File: src/rtl/ir_queue_pkg.sv
// ir_pkg: shared constants and width helper for the ir_queue slice.
// Default geometry, count width function and the empty-output word.
package ir_pkg;

  localparam int WIDTH_DEF = 8;
  localparam int DEPTH_DEF = 4;

  localparam logic [WIDTH_DEF-1:0] EMPTY_WORD = '0;

  function automatic int cnt_w(input int depth);
    return $clog2(depth) + 1;
  endfunction

endpackage

File: src/rtl/ir_queue_if.sv
// ir_queue_if: fetch/stepper-facing bundle of the instruction queue.
// master = fetch + stepper side, slave = the queue itself.
interface ir_queue_if #(
  parameter int WIDTH = 8,
  parameter int DEPTH = 4
);
  import ir_pkg::*;

  localparam int CW = cnt_w(DEPTH);

  logic             s;
  logic [WIDTH-1:0] i_in;
  logic             adv;
  logic             flush;
  logic [WIDTH-1:0] i_out;
  logic             i_valid;
  logic             full;
  logic [CW-1:0]    count;
  logic             ovf;

  modport master (
    output s, i_in, adv, flush,
    input  i_out, i_valid, full, count, ovf
  );

  modport slave (
    input  s, i_in, adv, flush,
    output i_out, i_valid, full, count, ovf
  );

endinterface

File: src/rtl/ir_queue_slot_ram.sv
// ir_slot_ram: DEPTH x WIDTH word store for ir_queue.
// One synchronous write port, one asynchronous read port, no reset.
module ir_slot_ram #(
  parameter int WIDTH = 8,
  parameter int DEPTH = 4,
  parameter int PW    = $clog2(DEPTH)
) (
  input  logic             clk,
  input  logic             we,
  input  logic [PW-1:0]    waddr,
  input  logic [WIDTH-1:0] wdata,
  input  logic [PW-1:0]    raddr,
  output logic [WIDTH-1:0] rdata
);

  logic [WIDTH-1:0] mem [DEPTH];

  always_ff @(posedge clk) begin
    if (we) mem[waddr] <= wdata;
  end

  assign rdata = mem[raddr];

endmodule

File: src/rtl/ir_queue.sv
// ir_queue: instruction register with a small circular prefetch queue.
// Optional same-cycle bypass when empty: define IR_QUEUE_BYPASS_EN.
module ir_queue
  import ir_pkg::*;
#(
  parameter int WIDTH = WIDTH_DEF,
  parameter int DEPTH = DEPTH_DEF
) (
  input logic        clk,
  input logic        rst_n,
  ir_queue_if.slave  q
);

  localparam int PW = $clog2(DEPTH);
  localparam int CW = cnt_w(DEPTH);

  logic [PW-1:0]    rd_ptr, wr_ptr;
  logic [CW-1:0]    cnt;
  logic             ovf_q;
  logic             empty, full_w;
  logic             pop, push, byp;
  logic             we;
  logic [PW-1:0]    waddr;
  logic [WIDTH-1:0] rdata;

  assign empty  = (cnt == '0);
  assign full_w = (cnt == CW'(DEPTH));

`ifdef IR_QUEUE_BYPASS_EN
  assign byp = empty & q.s & q.adv & ~q.flush;
`else
  assign byp = 1'b0;
`endif

  assign pop  = q.adv & ~empty & ~q.flush;
  assign push = q.s & (~full_w | pop) & ~byp;

  // A flush restarts the ring at slot 0 so a same-cycle
  // branch-target word becomes the sole entry.
  assign we    = q.flush ? q.s : push;
  assign waddr = q.flush ? '0 : wr_ptr;

  ir_slot_ram #(
    .WIDTH (WIDTH),
    .DEPTH (DEPTH),
    .PW    (PW)
  ) u_ram (
    .clk   (clk),
    .we    (we),
    .waddr (waddr),
    .wdata (q.i_in),
    .raddr (rd_ptr),
    .rdata (rdata)
  );

  always_ff @(posedge clk or negedge rst_n) begin
    if (!rst_n) begin
      rd_ptr <= '0;
      wr_ptr <= '0;
      cnt    <= '0;
      ovf_q  <= 1'b0;
    end else if (q.flush) begin
      rd_ptr <= '0;
      wr_ptr <= q.s ? PW'(1) : '0;
      cnt    <= q.s ? CW'(1) : '0;
      ovf_q  <= 1'b0;
    end else begin
      if (push) wr_ptr <= wr_ptr + PW'(1);
      if (pop)  rd_ptr <= rd_ptr + PW'(1);
      unique case (1'b1)
        push & ~pop: cnt <= cnt + CW'(1);
        pop & ~push: cnt <= cnt - CW'(1);
        default:     cnt <= cnt;
      endcase
      if (q.s & full_w & ~pop) ovf_q <= 1'b1;
    end
  end

`ifdef IR_QUEUE_BYPASS_EN
  assign q.i_valid = ~empty | q.s;
  assign q.i_out   = !empty ? rdata :
                     q.s    ? q.i_in : WIDTH'(EMPTY_WORD);
`else
  assign q.i_valid = ~empty;
  assign q.i_out   = empty ? WIDTH'(EMPTY_WORD) : rdata;
`endif

  assign q.full  = full_w;
  assign q.count = cnt;
  assign q.ovf   = ovf_q;

endmodule

File: src/flat_wrapper.sv
// flat-port wrapper written by rule: the top's interface ports become plain ports
module ir_queue_flat import ir_pkg::*;
#(
  parameter int WIDTH = WIDTH_DEF,
  parameter int DEPTH = DEPTH_DEF
)
  (clk, rst_n, q_s, q_i_in, q_adv, q_flush, q_i_out, q_i_valid, q_full, q_count, q_ovf);
  ir_queue_if #(.WIDTH(WIDTH), .DEPTH(DEPTH)) q_i ();
  input logic clk;
  input logic rst_n;
  input wire logic [$bits(q_i.s)-1:0] q_s;
  input wire logic [$bits(q_i.i_in)-1:0] q_i_in;
  input wire logic [$bits(q_i.adv)-1:0] q_adv;
  input wire logic [$bits(q_i.flush)-1:0] q_flush;
  output wire logic [$bits(q_i.i_out)-1:0] q_i_out;
  output wire logic [$bits(q_i.i_valid)-1:0] q_i_valid;
  output wire logic [$bits(q_i.full)-1:0] q_full;
  output wire logic [$bits(q_i.count)-1:0] q_count;
  output wire logic [$bits(q_i.ovf)-1:0] q_ovf;
  assign q_i.s = q_s;
  assign q_i.i_in = q_i_in;
  assign q_i.adv = q_adv;
  assign q_i.flush = q_flush;
  assign q_i_out = q_i.i_out;
  assign q_i_valid = q_i.i_valid;
  assign q_full = q_i.full;
  assign q_count = q_i.count;
  assign q_ovf = q_i.ovf;
  ir_queue #(.WIDTH(WIDTH), .DEPTH(DEPTH)) u_core (.clk(clk), .rst_n(rst_n), .q(q_i));
endmodule
File: config.mk
export PLATFORM = sky130hd
export DESIGN_NAME = ir_queue_flat
export DESIGN_NICKNAME = d
export VERILOG_FILES = /design/src/rtl/ir_queue_pkg.sv /design/src/rtl/ir_queue_if.sv /design/src/rtl/ir_queue_slot_ram.sv /design/src/rtl/ir_queue.sv /design/src/flat_wrapper.sv
export SDC_FILE = /design/constraint.sdc
export NUM_CORES = 1
export LEC_CHECK = 0
export CAP_MARGIN = 15
export CORE_MARGIN = 1
export CORE_UTILIZATION = 45
export CTS_CLUSTER_DIAMETER = 150
export DETAILED_ROUTE_END_ITERATION = 7
export PLACE_DENSITY = 0.75
export SKIP_LAST_GASP = 1
export SYNTH_ARGS = -nofsm -noshare
export SYNTH_HDL_FRONTEND = slang
export SYNTH_SLANG_ARGS = --single-unit
File: constraint.sdc
create_clock -name clk -period 5.6 [get_ports clk]
set_clock_uncertainty 0.15 [all_clocks]
set_input_delay 0.56 -clock clk [delete_from_list [all_inputs] [get_ports clk]]
set_output_delay 0.56 -clock clk [all_outputs]
set_load 0.01 [all_outputs]
==> run_results.csv <==
group,metric,value,unit
status,status,"complete, no violations",
clocking,ctsResizeCount,0,
routing,drt_iter0_markers,21,
clocking,ctsHoldBuffers,0,
finish,instances_no_fill,190,
setup_path,worstPathRequired,4.89,ns
clocking,cts_max_level,2,
finish,diodes,0,
setup_path,cp_num_buf_inv,1,
placement,post-dp-hpwl,2040,µm
clocking,worstSkewPairLatency,0.28,ns
logic_synthesis,syn_nets,129,
logic_synthesis,ys.warnings.count,0,
logic_synthesis,synth_common_cells,"edfxtp_1, nor2_1, dfrtp_1, mux4_2, buf_2",
placement,numPortBuffers,26,
clocking,cts-buffers-inserted,5,
floorplanning,die_height,64.9,µm
floorplanning,initial_core_util,47.9,%
routing,wl_per_cell,16.0,µm
placement,dp.cells,182,
logic_synthesis,synth.area.top_cells,"edfxtp_1, dfrtp_1, mux4_2",
setup_path,max_stage_delay,0.86,ns
clocking,clock-sinks,40,
sta,finalSetupTns,0,ns
routing,final_antenna_net_count,0,
logic_synthesis,seq_area_frac_synth,65.3,%
global_routing,first_global_vias,1042,
power,leakage,0.745,nW
setup_path,critical_path_class,"register to primary output",
logic_synthesis,synth_most_common_cell,"edfxtp_1",
power,vdd_ir_drop_max,0.000149,V
clocking,clkTransAtPathRegs,0.07,ns
sta,hold_viol_final,0,
min_path,hp-start,"u_core.q.ovf$_DFFE_PN0P_",
setup_path,r2r-end,"u_core.q.count[2]$_DFFE_PN0P_",
clocking,cts_tree,"yes",
logic_synthesis,postSynthAreaPerCell,15.5,µm²
setup_path,r2r_cells,6,
logic_synthesis,synthCells,115,
routing,firstDrtPassIters,4,
logic_synthesis,netlist_area,1780,µm²
placement,gp_congestion,0.728,
sta,period_minus_slack,3.10,ns
routing,drc,0,
global_routing,grt_pass1_wl,4970,µm
clocking,clockBufferDepth,2,
clocking,root_buffer,"clkbuf_8",
logic_synthesis,synth_flop_cell,"edfxtp_1",
logic_synthesis,async_flop_share,20.0,%
sta,relSlewSlack,33.5,%
floorplanning,core_area,3720,µm²
floorplanning,die_w,64.9,µm
clocking,cts_setup_buffers,0,
setup_path,cp.arrival,2.39,ns
setup_path,start_kind,"register",
sta,finalCritPeriodShare,55.4,%
floorplanning,boundaryPins,27,
sta,setup_viol,0,
power,power_density,308,nW/µm²
setup_path,regToRegSetupSlack,3.09,ns
min_path,min_path_type,"register to register",
sta,worst_pin_slew,0.990,ns
sta,rsz0062_at_grt,"no",
routing,routed-via-count,1051,
setup_path,crit_cells,3,
logic_synthesis,synth_seq_cells,40,
setup_path,r2r-start,"u_core.q.count[2]$_DFFE_PN0P_",
logic_synthesis,synth-edff-count,32,
setup_path,crit_family,"simple AND/OR/NAND/NOR gates",
setup_path,cpMaxStageDelayCell,"nor3_1",
flow_run,cap_violations,0,
logic_synthesis,synthDistinctLibCells,39,
global_routing,grt_max_degree,16,
setup_path,end_kind,"primary output",
finish,fin_nets,155,
global_routing,antenna_found_initial,0,
floorplanning,dieArea,4210,µm²
setup_path,crit_fanout,13,
global_routing,overflow,0,
finish,area_growth,20.9,%
logic_synthesis,yosysTopAreaCell,"edfxtp_1",
routing,viasPerCell,5.53,
min_path,min_path_cells,2,
finish,layout-drive-gt1-share,12.7,%
global_routing,grt_usage,16.5,%
floorplanning,rows,22,
logic_synthesis,synth_top_area_share,54.0,%
routing,drt_wl_total,3030,µm
sta,max_freq,322,MHz
setup_path,crit_chain,"nor3_1 > and2b_1 > clkdlybuf4s50_1",
min_path,holdPathEnd,"u_core.q.ovf$_DFFE_PN0P_",
sta,slew_violations,0,
setup_path,crit_start,"u_core.q.count[2]$_DFFE_PN0P_",
==> registers in the layout, indices dropped and copies added (netlist names) <==
| signal | count |
|---|---|
| u_core.q.count | 3 |
| u_core.rd_ptr | 2 |
| u_core.wr_ptr | 2 |
| u_core.u_ram.mem | 32 |
| u_core.q.ovf | 1 |
==> final cells by class <==
cell class,count,area [µm²]
clock buffers,7,76.3
repair buffers,27,268
fillers,307,1570
flip-flops and latches,40,1160
clock inverters,1,5.00
well taps,48,60.1
multi-input cells,65,573
inverters,2,7.51
==> tightest hold or removal path: cells and delay by family (launching register included) <==
family | cells | cell delay [ns]
AO/OA/AOI/OAI | 1 | 0.04
flip-flops | 1 | 0.36
AND/OR/NAND/NOR | 1 | 0.08
==> routing by layer <==
metal  vias to the layer above  wire (µm)  part of all wire [%]  track usage (%)
li1                        492          -                     -                -
met1                       532       1290                    43             20.1
met2                        25       1610                    53             27.5
met3                         2        112                   3.7             4.93
met4                         0         21                  0.69             6.39
met5                         -          0                     0                0
==> layout by cell type, fill, tap and decap left out, types with 2 or more instances in the layout <==
| cell | instances |
|---|---|
| edfxtp_1 | 32 |
| clkdlybuf4s50_1 | 26 |
| nor2_1 | 9 |
| mux4_2 | 8 |
| dfrtp_1 | 8 |
| and2b_1 | 5 |
| clkbuf_8 | 5 |
| nor3_1 | 4 |
| nor2b_1 | 4 |
| nand2_1 | 3 |
| o21a_1 | 2 |
| nand2b_1 | 2 |
| xor2_1 | 2 |
| o21bai_1 | 2 |
| inv_1 | 2 |
| clkbuf_1 | 2 |
==> kinds of logic after synthesis <==
family,count (synthesis),share of synthesized area [%]
AO/OA/AOI/OAI,17,7.24
buffers and inverters,10,2.53
multiplexers,9,10.7
flip-flops,40,65.3
AND/OR/NAND/NOR,35,11.7
XOR/XNOR,3,1.48
adder cells (fa/ha/maj),1,1.13
==> how the worst max path moves through the flow <==
stage                     slack [ns]                          endpoint
after floorplan                 3.18     u_core.q.count[2]$_DFFE_PN0P_
after global placement          2.72  u_core.u_ram.mem[2][4]$_DFFE_PP_
after detailed placement        2.60     u_core.q.count[2]$_DFFE_PN0P_
after CTS                       2.40                        q_i_out[0]
after global routing            2.24                        q_i_out[0]
final                           2.50                        q_i_out[0]
==> report_power, final <==
part	internal [mW]	switching, mW
Sequential	0.337	0.0213
Combinational	0.0761	0.0507
Clock	0.0873	0.0889
==> per-stage QoR <==
stage	total power, mW	hold WS (ns)	util (%)	cell area, µm²	setup WS, ns
2_1_floorplan	0.435	0.114	-	1780	3.18
3_3_place_gp	0.489	0.370	55.7	2070	2.72
3_5_place_dp	0.494	0.342	55.7	2070	2.60
4_1_cts	0.668	0.379	57.9	2150	2.40
5_1_grt	0.695	0.401	57.9	2150	2.24
6_report	0.661	0.375	57.9	2150	2.50
Note: power is estimated with default switching activity, not from simulation.
